<file path="src/rtl/bp_trace_enc_pkg.sv">
// bp_trace_enc_pkg
//   Shared types and constants for the commit-stream trace encoder.
//   - trace_type_e    : 2-bit word type (SYNC, INSTR, SYNC_LOST)
//   - commit_fields_s : view of the 102-bit commit packet (pc, instr, pad)
//   - trace_word_s    : 64-bit trace word (type, seq, 56-bit payload)
//   - make_word()     : builds a trace word from type/seq/pc/instr
package bp_trace_enc_pkg;

    localparam int VADDR_W  = 40;
    localparam int INSTR_W  = 32;
    localparam int TRACE_W  = 64;
    localparam int SEQ_W    = 6;
    localparam int PAD_W    = 30;
    localparam int COMMIT_W = VADDR_W + INSTR_W + PAD_W;
    localparam int PAYLD_W  = TRACE_W - 2 - SEQ_W;

    typedef enum logic [1:0] {
        TR_SYNC      = 2'b01,
        TR_INSTR     = 2'b10,
        TR_SYNC_LOST = 2'b11
    } trace_type_e;

    typedef struct packed {
        logic [VADDR_W-1:0] pc;
        logic [INSTR_W-1:0] instr;
        logic [PAD_W-1:0]   pad;
    } commit_fields_s;

    typedef struct packed {
        trace_type_e        ttype;
        logic [SEQ_W-1:0]   seq;
        logic [PAYLD_W-1:0] payload;
    } trace_word_s;

    // INSTR carries the full instruction; both SYNC flavours carry the
    // low instruction half-word plus the full PC.
    function automatic trace_word_s make_word(input trace_type_e        t,
                                              input logic [SEQ_W-1:0]   seq,
                                              input logic [VADDR_W-1:0] pc,
                                              input logic [INSTR_W-1:0] instr);
        trace_word_s w;
        w.ttype = t;
        w.seq   = seq;
        if (t == TR_INSTR)
            w.payload = {{(PAYLD_W-INSTR_W){1'b0}}, instr};
        else
            w.payload = {instr[15:0], pc};
        return w;
    endfunction

endpackage

</file>
<file path="src/rtl/bp_trace_enc_fifo.sv">
// bp_trace_enc_fifo
//   Small circular FIFO with a valid/ready read side.
//   clk_i, reset_i (async, active high)
//   data_i/v_i  : write data / push request (taken if not full or popping)
//   full_o      : all els_p slots occupied
//   data_o/v_o  : head word / non-empty; when empty data_o keeps showing the
//                 most recently popped word
//   ready_i     : sink ready; pop on v_o & ready_i
module bp_trace_enc_fifo #(
    parameter int els_p   = 4,
    parameter int width_p = 64
) (
    input  logic               clk_i,
    input  logic               reset_i,
    input  logic [width_p-1:0] data_i,
    input  logic               v_i,
    output logic               full_o,
    output logic [width_p-1:0] data_o,
    output logic               v_o,
    input  logic               ready_i
);

    localparam int PTR_W = $clog2(els_p);
    localparam int CNT_W = PTR_W + 1;

    logic [els_p-1:0][width_p-1:0] mem;
    logic [PTR_W-1:0]              wr_ptr, rd_ptr, prev_rd;
    logic [CNT_W-1:0]              count;
    logic                          push, pop;

    assign v_o     = (count != '0);
    assign full_o  = (count == CNT_W'(els_p));
    assign pop     = v_o & ready_i;
    assign push    = v_i & (~full_o | pop);
    // Slot behind rd_ptr is the last popped word; it cannot be overwritten
    // while the FIFO is empty because the next write lands on rd_ptr.
    assign prev_rd = rd_ptr - 1'b1;
    assign data_o  = v_o ? mem[rd_ptr] : mem[prev_rd];

    always_ff @(posedge clk_i or posedge reset_i) begin
        if (reset_i) begin
            mem    <= '0;
            wr_ptr <= '0;
            rd_ptr <= '0;
            count  <= '0;
        end else begin
            if (push) begin
                mem[wr_ptr] <= data_i;
                wr_ptr      <= wr_ptr + 1'b1;
            end
            if (pop)
                rd_ptr <= rd_ptr + 1'b1;
            if (push && !pop)
                count <= count + 1'b1;
            else if (pop && !push)
                count <= count - 1'b1;
        end
    end

endmodule

</file>
<file path="src/rtl/bp_trace_enc.sv">
// bp_trace_enc
//   Commit-stream trace encoder. Every accepted commit (commit_v_i &
//   commit_ready_i) becomes one 64-bit trace word, buffered in a FIFO and
//   drained over trace_data_o / trace_v_o / trace_ready_i.
//   clk_i, reset_i (async, active high)
//   commit_pkt_i   : [101:62] pc, [61:30] instr, [29:0] ignored
//   commit_v_i     : packet valid
//   commit_ready_i : backend ready (observed only)
//   trace_data_o   : FIFO head word
//   trace_v_o      : FIFO non-empty
//   trace_ready_i  : sink ready
// Build option BP_TRACE_ENC_COMPRESS_EN: when defined, straight-line commits
//   are emitted as compact INSTR words (with a SYNC forced after
//   sync_period_p of them); when undefined every stored commit is a SYNC or
//   SYNC_LOST word.
module bp_trace_enc
    import bp_trace_enc_pkg::*;
#(
    parameter int fifo_els_p    = 4,
    parameter int sync_period_p = 64
) (
    input  logic                clk_i,
    input  logic                reset_i,
    input  logic [COMMIT_W-1:0] commit_pkt_i,
    input  logic                commit_v_i,
    input  logic                commit_ready_i,
    output logic [TRACE_W-1:0]  trace_data_o,
    output logic                trace_v_o,
    input  logic                trace_ready_i
);

    commit_fields_s     cf;
    trace_word_s        word;
    trace_type_e        wtype;
    logic               accept, pop, drop, store, fifo_full, is_seq;
    logic [SEQ_W-1:0]   seq_q;
    logic [VADDR_W-1:0] last_pc_q;
    logic               last_valid_q, lost_q;
    logic               unused_pad;

    assign cf         = commit_fields_s'(commit_pkt_i);
    assign unused_pad = ^cf.pad;

    assign accept = commit_v_i & commit_ready_i;
    assign pop    = trace_v_o & trace_ready_i;
    // A pop in the same cycle frees a slot, so only full-without-pop drops.
    assign drop   = accept & fifo_full & ~pop;
    assign store  = accept & ~drop;

`ifdef BP_TRACE_ENC_COMPRESS_EN
    localparam int RUN_W = $clog2(sync_period_p + 1);
    logic [RUN_W-1:0] run_q;

    assign is_seq = last_valid_q && !lost_q
                 && (cf.pc == last_pc_q + VADDR_W'(4))
                 && (run_q < RUN_W'(sync_period_p));

    // Run of consecutive INSTR words since the last SYNC-type word.
    always_ff @(posedge clk_i or posedge reset_i) begin
        if (reset_i)
            run_q <= '0;
        else if (store)
            run_q <= is_seq ? run_q + 1'b1 : '0;
    end
`else
    logic unused_period;
    assign is_seq        = 1'b0;
    assign unused_period = ^32'(sync_period_p);
`endif

    always_comb begin
        wtype = TR_SYNC;
        if (lost_q)
            wtype = TR_SYNC_LOST;
        else if (is_seq)
            wtype = TR_INSTR;
    end

    assign word = make_word(wtype, seq_q, cf.pc, cf.instr);

    always_ff @(posedge clk_i or posedge reset_i) begin
        if (reset_i) begin
            seq_q        <= '0;
            last_pc_q    <= '0;
            last_valid_q <= 1'b0;
            lost_q       <= 1'b0;
        end else begin
            // seq counts every accepted commit so drops show up as gaps.
            if (accept)
                seq_q <= seq_q + 1'b1;
            if (drop) begin
                lost_q       <= 1'b1;
                last_valid_q <= 1'b0;
            end else if (store) begin
                lost_q       <= 1'b0;
                last_valid_q <= 1'b1;
                last_pc_q    <= cf.pc;
            end
        end
    end

    bp_trace_enc_fifo #(
        .els_p   (fifo_els_p),
        .width_p (TRACE_W)
    ) fifo (
        .clk_i   (clk_i),
        .reset_i (reset_i),
        .data_i  (word),
        .v_i     (store),
        .full_o  (fifo_full),
        .data_o  (trace_data_o),
        .v_o     (trace_v_o),
        .ready_i (trace_ready_i)
    );

endmodule

</file>
<file path="config.mk">
export PLATFORM = sky130hd
export DESIGN_NAME = bp_trace_enc
export DESIGN_NICKNAME = d
export VERILOG_FILES = /design/src/rtl/bp_trace_enc_pkg.sv /design/src/rtl/bp_trace_enc_fifo.sv /design/src/rtl/bp_trace_enc.sv
export SDC_FILE = /design/constraint.sdc
export NUM_CORES = 1
export LEC_CHECK = 0
export BUFFER_PORTS_ARGS = -buffer_cell sky130_fd_sc_hd__buf_2
export CAP_MARGIN = 30
export CORE_MARGIN = 2
export CORE_UTILIZATION = 24
export DETAILED_ROUTE_END_ITERATION = 10
export GPL_ROUTABILITY_DRIVEN = 0
export PLACE_DENSITY_LB_ADDON = 0.2
export SYNTH_ARGS = -nofsm -noshare
export SYNTH_HDL_FRONTEND = slang
export SYNTH_SLANG_ARGS = --single-unit
</file>
<file path="constraint.sdc">
create_clock -name clk_i -period 13.9 [get_ports clk_i]
set_clock_uncertainty 0.05 [all_clocks]
set_input_delay 2.78 -clock clk_i [delete_from_list [all_inputs] [get_ports clk_i]]
set_output_delay 2.78 -clock clk_i [all_outputs]
set_load 0.01 [all_outputs]
</file>
==> results of run 1 <==
## sequential cells by signal, summed over array words and instances (netlist names)
| register | cells |
|---|---|
| lost_q | 1 |
| seq_q | 6 |
| fifo.rd_ptr | 2 |
| fifo.wr_ptr | 2 |
| fifo.mem | 256 |
| fifo.count | 3 |
## routing by layer
layer / up-vias / track usage (%) / wire length [um]
met3: 53 / 2.79 / 1550
met5: - / 0 / 24
met1: 4462 / 17.1 / 16600
li1: 3996 / - / -
met2: 152 / 21.7 / 17000
met4: 4 / 4.05 / 696
## cells by family after synthesis
family                   share of synthesized area (%)
flip-flops                                        52.4
XOR/XNOR                                         0.814
AND/OR/NAND/NOR                                   3.39
buffers and inverters                             3.02
adder cells (fa/ha/maj)                          0.737
multiplexers                                      27.1
AO/OA/AOI/OAI                                     12.5
## layout make-up
| cell class | count | area share (%) |
|---|---|---|
| well taps | 688 | 5.62 |
| repair buffers | 143 | 5.23 |
| inverters | 5 | 0.180 |
| flip-flops and latches | 270 | 44.2 |
| multi-input cells | 675 | 37.8 |
| clock buffers | 48 | 6.31 |
| clock inverters | 9 | 0.719 |
## worst register-to-register path, cell delays in order (launching register included)
cell      delay, ps
dfrtp_1         490
nor3_4           70
clkinv_2        240
buf_4           700
nand2_1         220
ha_1            270
inv_1            70
fa_1            410
mux2_2          270
## power breakdown
part           switching (mW)  leakage [nW]  total (mW)  internal (mW)
combinational           0.913          2.85        1.71          0.796
sequential              0.282          3.25        1.46           1.18
clock                   0.347         0.529       0.869          0.521
total                    1.54          6.63        4.04           2.49
## metrics by stage
| stage | worst slack (ps) | instances | instance area [um2] | utilization, % |
|---|---|---|---|---|
| floorplan | 3630 | 1028 | 12900 | - |
| detailed placement | 7670 | 1780 | 14200 | 26.9 |
| global route | 6960 | 1838 | 15300 | 29.0 |
| global placement | 7630 | 1779 | 14200 | 26.8 |
| finish | 7240 | 1838 | 15300 | 29.0 |
| CTS | 7060 | 1837 | 15300 | 28.9 |
## cells in the final DEF, fill, tap and decap left out, drive strengths merged
| cell type | instances |
|---|---|
| mux2i | 64 |
| inv | 5 |
| and3 | 1 |
| nand3 | 3 |
| mux2 | 254 |
| buf | 143 |
| dfrtp | 270 |
| a21o | 1 |
| o21ai | 61 |
| nand4 | 1 |
| xnor2 | 9 |
| and2 | 2 |
| nand2b | 4 |
| clkinv | 7 |
| nor4b | 1 |
| clkbuf | 48 |
| nand2 | 14 |
| a211oi | 58 |
| o2bb2ai | 57 |
| nor3b | 2 |
| nor3 | 2 |
| a21oi | 60 |
| fa | 1 |
| o221a | 6 |
| ha | 6 |
| nor2 | 65 |
| xor2 | 3 |
| bufinv | 2 |
## final timing paths
| check | depth (start not counted) | end | startpoint | slack (ps) |
|---|---|---|---|---|
| worst min-delay path | 1 | fifo.mem[62] | fifo.mem[62] | 410 |
| worst max-delay path | 6 | trace_data_o[9] | fifo.rd_ptr[1] | 7240 |
| worst max register to register | 8 | fifo.count[1] | fifo.count[0] | 11010 |
| worst min register to register | 1 | fifo.mem[62] | fifo.mem[62] | 410 |
| max in group asynchronous | 4 | fifo.mem[129] | reset_i | 9490 |
| min in group asynchronous | 2 | fifo.mem[87] | reset_i | 2260 |
==> flow_metrics.py, run 1 <==
metrics = {
    "worst_setup_path": {
        "path_cells": "buf_4 > nor2_4 > buf_4 > a211oi_1 > o2bb2ai_1 > buf_2",
        "crit_buf_inv": 3,
        "arrival_ps": 3830,
        "crit_slowest_cell": "nor2_4",
        "crit_type": "flop to primary output",
        "slowest_delay_ps": 850,
        "cp_max_fo": 36,
        "crit_path_start_kind": "flop",
        "crit_required_ps": 11070,
        "path_delay_family": "buffers and inverters",
        "end_kind": "primary output",
        "path_common_cell": "buf_4",
    },
    "timing": {
        "holdWs_ps": 412,
        "finalHoldViolations": 0,
        "max_freq_ghz": 0.150,
        "rsz0062_at_grt": "no",
        "tightest_slew_ps": 976,
        "final-max-slew-violation-count": 0,
        "fin_crit_sh_pct": 47.9,
        "finalSetupViolCount": 0,
        "fin_tns_setup_ps": 0,
        "finalCriticalPeriod_ps": 6660,
        "maxSlewHeadroom_pct": 34.8,
    },
    "yosys": {
        "synth_edf_count": 0,
        "yosys-top-cells-count": "270 x dfrtp_1, 232 x mux2_2, 64 x mux2i_1",
        "synth_nets": 1142,
        "syn_area_um2": 12900,
        "synth_top_area_share_pct": 52.4,
        "synth_area_leaders": "dfrtp_1 52%, mux2_2 20%, mux2i_1 5.0%, o2bb2ai_1 3.9%, a211oi_1 3.4%",
        "synthArstFlopShare_pct": 100,
        "ys_seq_elements": 270,
        "synthCells": 1028,
        "ys_seq_area_share_pct": 52.4,
        "avgSynthCellArea_um2": 12.6,
        "synth_ff_type": "dfrtp_1",
        "synth_most_common_cell": "dfrtp_1",
        "ys_types": 37,
        "ys.warnings.count": 0,
        "synth_area_leader_cell": "dfrtp_1",
    },
    "global_routing": {
        "grt_pass1_vias": 9153,
        "grt_antenna_before_repair": 2,
        "grt_max_degree": 96,
        "grtUsageTotal_pct": 13.1,
        "grt-ovfl-total": 0,
        "grt_pass1_wl_um": 56200,
    },
    "routing": {
        "post_drt_wl_per_cell_um": 19.5,
        "drtAntennaViolNets": 0,
        "vias_per_cell": 4.72,
        "drc": 0,
        "firstDrtPassIters": 4,
        "drt_iter0_drc": 356,
        "via_count": 8667,
        "routed_wl_um": 35900,
    },
    "floorplan": {
        "die-width_um": 236,
        "io_pins": 172,
        "rows": 84,
        "dieArea_um2": 55600,
        "start_util_pct": 24.4,
        "coreArea_um2": 52900,
        "die_h_um": 236,
    },
    "clock_tree": {
        "cts_setup_buffers": 0,
        "clk_pin_slew_ps": 60,
        "tritoncts": "built",
        "cts_root_buf": "clkbuf_16",
        "clk_path_buf_depth": 3,
        "postCtsHoldBufs": 0,
        "clkLatencyLatePin_ps": 540,
        "cts_resized": 0,
        "cts_max_level": 2,
        "clock-sinks": 270,
        "cts-buffers-inserted": 35,
    },
    "final_layout": {
        "fill_cells": 5450,
        "synthToLayoutAreaGrowth_pct": 18.7,
        "layout.nets": 1244,
        "n_antenna_cell": 0,
        "seq_area_um2": 6760,
        "drive_above_1_share_pct": 38.6,
        "multi_input_area_um2": 5790,
    },
    "pwr": {
        "power_mw": 4.04,
        "p_leak_nw": 6.63,
        "peakVddDrop_mv": 0.109,
        "power_density_nw_per_um2": 264,
    },
    "outcome": {
        "status": "completed",
    },
    "hold_path": {
        "hold_class": "flop to flop",
    },
    "placement": {
        "dp_hpwl_um": 20400,
        "port-buffer-count": 125,
    },
    "run": {
        "max_cap_violations": 0,
    },
}
Note: power is estimated with default switching activity, not from simulation.
==> run 2: changes to the inputs <==
==> constraint.sdc (replaced) <==
create_clock -name clk_i -period 6.1 [get_ports clk_i]
set_clock_uncertainty 0.05 [all_clocks]
set_input_delay 1.22 -clock clk_i [delete_from_list [all_inputs] [get_ports clk_i]]
set_output_delay 1.22 -clock clk_i [all_outputs]
set_load 0.01 [all_outputs]
==> flow_metrics.py, run 2 (same netlist as run 1, synthesis figures left out) <==
metrics = {
    "outcome": {
        "status": "completed",
    },
    "final_layout": {
        "fill_cells": 5435,
        "layout.nets": 1243,
        "final_area_um2": 15400,
        "reg_top3": "fifo.mem: 256 flops, seq_q: 6 flops, fifo.count: 3 flops",
        "synthToLayoutAreaGrowth_pct": 19.5,
        "regMostFlops": "fifo.mem",
        "layout_commonest_cell": "dfrtp_1",
        "multi_input_area_um2": 5790,
        "final_cells": 1842,
        "drive_above_1_share_pct": 38.9,
        "n_antenna_cell": 0,
        "final_cell_mix": "268 x dfrtp_1, 232 x mux2_2, 125 x buf_2",
        "seq_area_um2": 6760,
        "largest_reg_flops": 256,
    },
    "clock_tree": {
        "clk_path_buf_depth": 3,
        "clk_pin_slew_ps": 60,
        "tritoncts": "built",
        "postCtsHoldBufs": 0,
        "cts-buffers-inserted": 37,
        "cts_root_buf": "clkbuf_16",
        "cts_resized": 0,
        "clkLatencyLatePin_ps": 550,
        "cts_max_level": 2,
        "cts_setup_buffers": 0,
        "clock-sinks": 270,
    },
    "placement": {
        "placed_cell_area_um2": 14200,
        "dp_hpwl_um": 20200,
        "place_worst_setup_slack_ps": 2010,
        "placed_cells": 1778,
        "port-buffer-count": 125,
    },
    "worst_setup_path": {
        "crit_slowest_cell": "dfrtp_4",
        "arrival_ps": 3360,
        "crit_type": "flop to primary output",
        "timing.rr.start": "fifo.count[0]",
        "regToRegSetupSlack_ps": 3030,
        "end_kind": "primary output",
        "path_cells": "buf_4 > nor2_4 > buf_4 > a211oi_1 > o2bb2ai_1 > buf_2",
        "cp_max_fo": 37,
        "path_common_cell": "buf_4",
        "r2r-end": "fifo.count[1]",
        "slowest_delay_ps": 920,
        "reg2reg_depth": 8,
        "crit_required_ps": 4830,
        "crit_path_start_kind": "flop",
    },
    "floorplan": {
        "coreArea_um2": 52900,
        "die-width_um": 236,
        "start_util_pct": 24.4,
        "dieArea_um2": 55600,
        "io_pins": 172,
        "rows": 84,
        "die_h_um": 236,
    },
    "hold_path": {
        "hold_class": "flop to flop",
        "hold_start": "fifo.mem[62]",
        "hold_end": "fifo.mem[62]",
        "hold_depth": 1,
    },
    "routing": {
        "vias_per_cell": 4.74,
        "via_count": 8739,
        "drt_iter0_drc": 331,
        "drtAntennaViolNets": 0,
        "drc": 0,
        "post_drt_wl_per_cell_um": 20.0,
        "routed_wl_um": 36900,
        "firstDrtPassIters": 4,
    },
    "run": {
        "max_cap_violations": 0,
    },
    "global_routing": {
        "grt.busiest_layer": "met2",
        "use_met3_pct": 2.89,
        "grtUsageTotal_pct": 13.2,
        "grt-ovfl-total": 0,
        "grt_max_degree": 136,
        "use_met2_pct": 21.4,
        "grt_pass1_wl_um": 56200,
        "grt_pass1_vias": 8945,
        "grt_antenna_before_repair": 1,
        "grtUsageMet1_pct": 17.7,
    },
    "pwr": {
        "power_frac_comb_pct": 42.3,
        "p_switching_mw": 3.62,
        "pwr-share-clk_pct": 22.8,
        "p_leak_nw": 6.68,
        "p_sw_share_pct": 38.3,
        "internal_power_mw": 5.84,
        "pwr-share-seq_pct": 34.9,
        "power_density_nw_per_um2": 613,
        "peakVddDrop_mv": 0.285,
    },
    "timing": {
        "finalCriticalPeriod_ps": 4630,
        "fin_crit_sh_pct": 75.8,
        "finalSetupViolCount": 0,
        "finalHoldViolations": 0,
        "fin_tns_setup_ps": 0,
        "tightest_slew_ps": 979,
        "timing.final.ws_setup_ps": 1470,
        "rsz0062_at_grt": "no",
        "maxSlewHeadroom_pct": 34.8,
        "max_freq_ghz": 0.216,
        "final-max-slew-violation-count": 0,
    },
}
==> run 2: changes by cell type in the layout (fill, tap and decap cells not counted) <==
cell,before,now
buf_16,2,0
inv_8,1,0
clkinvlp_4,0,2
buf_4,16,11
clkinv_2,6,4
buf_12,0,4
clkinv_4,0,2
clkbuf_16,36,39
clkinv_8,1,0
clkbuf_1,10,9
clkbuf_8,2,6
inv_2,0,1
==> run 2: worst max-delay path, delay by kind of cell (launching register included) <==
| family | cells | cell delay, ps |
|---|---|---|
| AO/OA/AOI/OAI | 2 | 500 |
| AND/OR/NAND/NOR | 1 | 70 |
| buffers and inverters | 3 | 1270 |
| flip-flops | 1 | 920 |
==> run 2: layer usage <==
layer	share of wire [%]	vias up	wire length, um
met3	4.1	54	1520
met4	1.7	2	631
li1	-	4001	-
met2	47	165	17300
met5	0.022	-	8
met1	47	4517	17400
==> run 2: worst max-delay path by stage <==
stage	startpoint	end	slack [ps]	cells past startpoint
floorplan	reset_i	fifo.count[0]	1260	1
detailed placement	fifo.rd_ptr[1]	trace_data_o[58]	2010	6
global placement	fifo.count[1]	trace_data_o[58]	1700	7
CTS	fifo.rd_ptr[1]	trace_data_o[58]	1410	6
global route	fifo.count[1]	trace_data_o[58]	1310	8
finish	fifo.rd_ptr[1]	trace_data_o[58]	1470	6
==> run 2: per-stage QoR <==
stage	hold WS [ps]	utilization, %	power [mW]
after floorplan	384	-	5.97
after global placement	400	26.9	7.28
after detailed placement	402	26.9	7.41
after CTS	417	29.2	9.64
after global routing	446	29.2	10.1
final	414	29.2	9.46
==> run 2: cell type report <==
type	instances	area share (%)
Inverter	5	0.146
Clock inverter	10	0.738
Timing Repair Buffer	140	5.11
Multi-Input combinational cell	675	37.5
Clock buffer	54	7.08
Sequential cell	270	43.8
Tap cell	688	5.58
==> run 2: power by group through the flow <==
stage / Combinational [mW] / Clock [mW] / Sequential, mW
after floorplan: 2.90 / 0 / 3.07
after global placement: 3.99 / 0 / 3.29
after detailed placement: 4.08 / 0 / 3.33
after CTS: 4.09 / 2.25 / 3.30
after global routing: 4.39 / 2.33 / 3.43
final: 4.00 / 2.16 / 3.30
